<file path="src/rtl/vend_controller.sv">
`default_nettype none
// vend_controller: coin-operated vending FSM with credit, dispense, refund and timeout.
// Revision 1.0
module vend_controller #(
    parameter int PRICE0          = 5,
    parameter int PRICE1          = 8,
    parameter int PRICE2          = 10,
    parameter int PRICE3          = 15,
    parameter int MAX_CREDIT      = 30,
    parameter int DISPENSE_CYCLES = 3,
    parameter int TIMEOUT         = 100
) (
    input  logic       clock,
    input  logic       reset_n,
    input  logic       coin_valid,
    input  logic [3:0] coin_value,
    input  logic [1:0] select,
    input  logic       buy,
    input  logic       cancel,
    output logic       money_mode,
    output logic [7:0] credit,
    output logic       coin_reject,
    output logic       error,
    output logic       dispense,
    output logic [1:0] dispense_id,
    output logic       change_valid,
    output logic [7:0] change_value,
    output logic       busy
);

    localparam int TW = $clog2(TIMEOUT + 1);
    localparam int DW = $clog2(DISPENSE_CYCLES + 1);
    localparam logic [8:0]    MAX9      = 9'(MAX_CREDIT);
    localparam logic [TW-1:0] TOUT_LAST = TW'(TIMEOUT - 1);
    localparam logic [DW-1:0] DISP_LAST = DW'(DISPENSE_CYCLES - 1);

    typedef enum logic [2:0] {
        IDLE     = 3'd0,
        COLLECT  = 3'd1,
        VEND     = 3'd2,
        DISPENSE = 3'd3,
        REFUND   = 3'd4
    } state_t;

    state_t        state, state_d;
    logic [7:0]    credit_d, change_value_d;
    logic [1:0]    sel, sel_d, dispense_id_d;
    logic [TW-1:0] tcnt, tcnt_d;
    logic [DW-1:0] dcnt, dcnt_d;
    logic          reject_d, error_d, change_valid_d;
    logic          money_mode_d, busy_d, dispense_d;
    logic [8:0]    sum;
    logic [7:0]    price;

    always_comb begin
        case (sel)
            2'd0:    price = 8'(PRICE0);
            2'd1:    price = 8'(PRICE1);
            2'd2:    price = 8'(PRICE2);
            default: price = 8'(PRICE3);
        endcase
    end

    assign sum = {1'b0, credit} + {5'b0, coin_value};

    always_comb begin
        state_d        = state;
        credit_d       = credit;
        sel_d          = sel;
        tcnt_d         = tcnt;
        dcnt_d         = dcnt;
        reject_d       = 1'b0;
        error_d        = 1'b0;
        change_value_d = change_value;

        case (state)
            IDLE: begin
                if (coin_valid && coin_value != 4'd0) begin
                    if (sum > MAX9) begin
                        reject_d = 1'b1;
                    end else begin
                        credit_d = sum[7:0];
                        state_d  = COLLECT;
                        tcnt_d   = '0;
                    end
                end
                if (buy) error_d = 1'b1;
            end
            COLLECT: begin
                // A coin arriving with buy/cancel loses to the request and is bounced.
                if (cancel) begin
                    state_d  = REFUND;
                    reject_d = coin_valid;
                end else if (buy) begin
                    sel_d    = select;
                    state_d  = VEND;
                    reject_d = coin_valid;
                end else if (coin_valid) begin
                    tcnt_d = '0;
                    if (sum > MAX9) reject_d = 1'b1;
                    else            credit_d = sum[7:0];
                end else if (tcnt == TOUT_LAST) begin
                    state_d = REFUND;
                end else begin
                    tcnt_d = tcnt + TW'(1);
                end
            end
            VEND: begin
                reject_d = coin_valid;
                if (credit >= price) begin
                    credit_d = credit - price;
                    state_d  = DISPENSE;
                    dcnt_d   = '0;
                end else begin
                    error_d = 1'b1;
                    state_d = COLLECT;
                    tcnt_d  = '0;
                end
            end
            DISPENSE: begin
                reject_d = coin_valid;
                if (dcnt == DISP_LAST) state_d = (credit != 8'd0) ? REFUND : IDLE;
                else                   dcnt_d  = dcnt + DW'(1);
            end
            REFUND: begin
                reject_d = coin_valid;
                credit_d = 8'd0;
                state_d  = IDLE;
            end
            default: state_d = IDLE;
        endcase

        // Outputs are decoded from the next state so they line up with it once registered.
        change_valid_d = (state_d == REFUND);
        if (change_valid_d) change_value_d = credit_d;
        money_mode_d  = (state_d == IDLE) || (state_d == COLLECT);
        busy_d        = !money_mode_d;
        dispense_d    = (state_d == DISPENSE);
        dispense_id_d = dispense_d ? sel_d : 2'd0;
    end

    always_ff @(posedge clock or negedge reset_n) begin
        if (!reset_n) begin
            state        <= IDLE;
            credit       <= 8'd0;
            sel          <= 2'd0;
            tcnt         <= '0;
            dcnt         <= '0;
            money_mode   <= 1'b1;
            coin_reject  <= 1'b0;
            error        <= 1'b0;
            dispense     <= 1'b0;
            dispense_id  <= 2'd0;
            change_valid <= 1'b0;
            change_value <= 8'd0;
            busy         <= 1'b0;
        end else begin
            state        <= state_d;
            credit       <= credit_d;
            sel          <= sel_d;
            tcnt         <= tcnt_d;
            dcnt         <= dcnt_d;
            money_mode   <= money_mode_d;
            coin_reject  <= reject_d;
            error        <= error_d;
            dispense     <= dispense_d;
            dispense_id  <= dispense_id_d;
            change_valid <= change_valid_d;
            change_value <= change_value_d;
            busy         <= busy_d;
        end
    end

endmodule
`default_nettype wire

</file>
<file path="config.mk">
export PLATFORM = sky130hd
export DESIGN_NAME = vend_controller
export DESIGN_NICKNAME = d
export VERILOG_FILES = /design/src/rtl/vend_controller.sv
export SDC_FILE = /design/constraint.sdc
export NUM_CORES = 1
export LEC_CHECK = 0
export ABC_AREA = 1
export CORE_MARGIN = 1.5
export CORE_UTILIZATION = 35
export CTS_CLUSTER_DIAMETER = 40
export DETAILED_ROUTE_END_ITERATION = 6
export GPL_ROUTABILITY_DRIVEN = 0
export PLACE_DENSITY = 0.58
export SLEW_MARGIN = 20
export SYNTH_ARGS = -nofsm -noshare
export SYNTH_HDL_FRONTEND = slang
export SYNTH_SLANG_ARGS = --single-unit
</file>
<file path="constraint.sdc">
create_clock -name clock -period 4.3 [get_ports clock]
set_input_delay 0.86 -clock clock [delete_from_list [all_inputs] [get_ports clock]]
set_output_delay 0.86 -clock clock [all_outputs]
set_load 0.03 [all_outputs]
</file>
==> impl_metrics.py <==
metrics = {
    "placement": {
        "io_buffers": 34,
        "dp_slack_ps": 894,
        "dp_hpwl_um": 4800,
    },
    "sta": {
        "max_clock_freq_mhz": 322,
        "timing.final.max_slew_violations": 0,
        "grt_setup_unrepaired": "no",
        "fin_worst_hold_slack_ps": 477,
        "fin_worst_skew_ps": 5.65,
        "final.setup.tns_ps": 0,
        "worst_pin_slew_ps": 845,
        "timing.final.ws_setup_ps": 1200,
        "minimum_clock_period_after_layout_ps": 3100,
        "timing.max_slew.rel_slack_pct": 43.7,
        "hold_viol": 0,
        "setup-violations-final": 0,
        "final_min_period_over_clock_period_pct": 72.2,
    },
    "cts": {
        "ctsHtreeMaxLevel": 2,
        "cts-resized-gates": 0,
        "tritoncts": "yes",
        "hold_buffer_count_at_cts": 0,
        "path_clk_slew_ps": 70,
        "cts_inserted_buffers": 5,
        "max-clock-path-buffers": 2,
        "clk-insertion-delay-late_ps": 280,
        "postCtsSetupBuffers": 0,
        "cts.sink_count": 38,
        "cts.root.buffer_cell": "clkbuf_8",
    },
    "setup_path": {
        "worst-setup-path-type": "in2reg",
        "timing.critical_path.to_type": "flop",
        "path_max_fanout": 14,
        "critPathArrivalTime_ps": 3310,
        "worst_setup_path_start_kind": "primary input",
        "worst_ep_required_time_ps": 4510,
    },
    "floorplan": {
        "std_cell_rows": 31,
        "core_um2": 7290,
        "die_w_um": 90.0,
        "die_h_um": 90.0,
        "die_area_um2": 8100,
        "boundaryPins": 35,
        "starting_utilization_of_the_core_area_pct": 36.3,
    },
    "final_layout": {
        "final_layout_size_suffix_gt1_share_pct": 10.4,
        "final_net_count": 419,
        "antenna-diode-count": 0,
        "area_delta_synth_final_pct": 18.6,
        "num-fill-cells": 789,
    },
    "route": {
        "drcViolationCount": 0,
        "dr_wl_met2_um": 2910,
        "drt.antenna.violating_nets": 0,
        "top_signal_layer_used": "met4",
        "wirelength_per_cell_um": 12.2,
        "route.vias.total": 2364,
        "finalWirelength_um": 6010,
        "drt_first_iter_violations": 115,
        "drt_pre_antenna_iters": 4,
        "post_drt_via_cell_ratio": 4.80,
        "detailed_routing_wirelength_on_met1_um": 2830,
        "route.met3.wl_um": 229,
    },
    "grt": {
        "grt_antenna_before_repair": 0,
        "grt_pass1_vias": 2323,
        "global_route.overflow_total": 0,
        "grt_max_degree": 39,
        "grt_usage_pct": 16.0,
        "grt_pass1_wl_um": 10500,
    },
    "run": {
        "drv_cap": 0,
    },
    "power": {
        "power_density_nw_per_um2": 206,
        "power_leakage_nw": 1.60,
        "post-layout-total-power_mw": 0.646,
        "ir_worst_vdd_mv": 0.159,
    },
    "logic_synthesis": {
        "yosysUniqueCellTypes": 37,
        "synth_nets": 384,
        "netlist_instances": 360,
        "top_flip_flop_cell_by_instance_count_after_synthesis": "dfrtp_1",
        "yosys_register_bits": 38,
        "syn_avg_cell_area_um2": 7.35,
        "synth_top_area_share_pct": 35.0,
        "post_synth_instance_area_um2": 2650,
        "edff_count_synth": 0,
        "synth_sequential_area_ratio_pct": 36.0,
        "synth_warnings": 0,
        "synth_async_sr_flop_share_pct": 100,
        "yosys.area.top_type": "dfrtp_1",
        "synth_top_cells_by_area": "dfrtp_1, nand2_1, inv_1, nand3_1, ha_1",
    },
    "run_status": {
        "run_status": "finished clean",
    },
    "worst_hold_path": {
        "holdCritPathClass": "reg2reg",
    },
}
## critical path: stages
cell	delay, ps
clkdlybuf4s50_1	480
ha_1	170
inv_1	50
fa_1	450
inv_1	70
nand2_1	40
nor2_1	100
nand3_1	120
nor2_4	120
nor2_4	60
nand2_4	120
nor2_4	50
o21ai_4	410
nand2_1	120
o21ai_2	70
## cells by family (layout without fill, tap and decap cells)
group	after synthesis	count (layout)	synth area share [%]
AOI/OAI and AO/OA	36	36	8.93
xor gates and xnor gates	1	1	0.331
DFF	38	38	36.0
and+or+nand+nor	211	211	38.2
adders and majority gates	13	13	6.71
buffers and inverters	61	95	9.88
## area by class of cell
cell class	count	area (um2)	share of cell area, %
Multi-Input combinational cell	261	1430	45.7
Sequential cell	38	952	30.3
Timing Repair Buffer	34	335	10.7
Inverter	55	211	6.74
Tap cell	99	124	3.95
Clock buffer	6	82.6	2.63
## per-layer routing
| layer | vias up | track usage, % |
|---|---|---|
| li1 | 1223 | - |
| met1 | 1081 | 20.9 |
| met2 | 54 | 27.0 |
| met3 | 6 | 2.88 |
| met4 | 0 | 4.50 |
| met5 | - | 0 |
## registers in the layout, indices dropped and copies added, names as in the netlist, 2 cells and up
signal / cells
sel: 2
tcnt: 7
credit: 8
dispense_id: 2
change_value: 8
dcnt: 2
state: 3
## per-stage QoR
stage | util (%) | std cells | cell area [um2]
after floorplan | - | 360 | 2650
after global placement | 41.9 | 487 | 3060
after detailed placement | 41.9 | 487 | 3060
after CTS | 43.1 | 493 | 3140
after global routing | 43.1 | 493 | 3140
final | 43.1 | 493 | 3140
## path summary, 6_finish.rpt
check | slack, ps | depth (start not counted) | endpoint | from
max | 1200 | 15 | tcnt[3] | coin_value[0]
min | 480 | 2 | change_value[7] | change_value[7]
max reg2reg | 1550 | 18 | tcnt[3] | sel[1]
min reg2reg | 480 | 2 | change_value[7] | change_value[7]
max in group asynchronous | 3090 | 1 | tcnt[2] | reset_n
min in group asynchronous | 680 | 1 | credit[6] | reset_n
## layout by cell type (no fill, tap or decap), types with 9 or more instances in the layout
cell type / Yosys / layout
nor2_1: 28 / 28
clkdlybuf4s50_1: 0 / 33
inv_1: 53 / 53
ha_1: 11 / 11
nand2_1: 108 / 108
nand3_1: 36 / 36
a21oi_1: 9 / 9
nand4_1: 13 / 13
o21ai_0: 10 / 10
dfrtp_1: 37 / 37
## power by group
group          switching (mW)  internal (mW)  leakage [nW]
Sequential           0.000372          0.359         0.472
Combinational          0.0300         0.0184          1.08
Clock                   0.115          0.124        0.0431
## synthesized netlist by cell type, types with 3 or more instances
master,instances
or2_2,3
buf_6,3
inv_1,53
ha_1,11
nor2_4,4
nand4_1,13
nand3_1,36
nand2_1,108
nor2_1,28
dfrtp_1,37
a21boi_0,4
o21ai_2,7
a21oi_1,9
o21ai_0,10
nand2_2,5
Power figures use the tool's default switching activity.
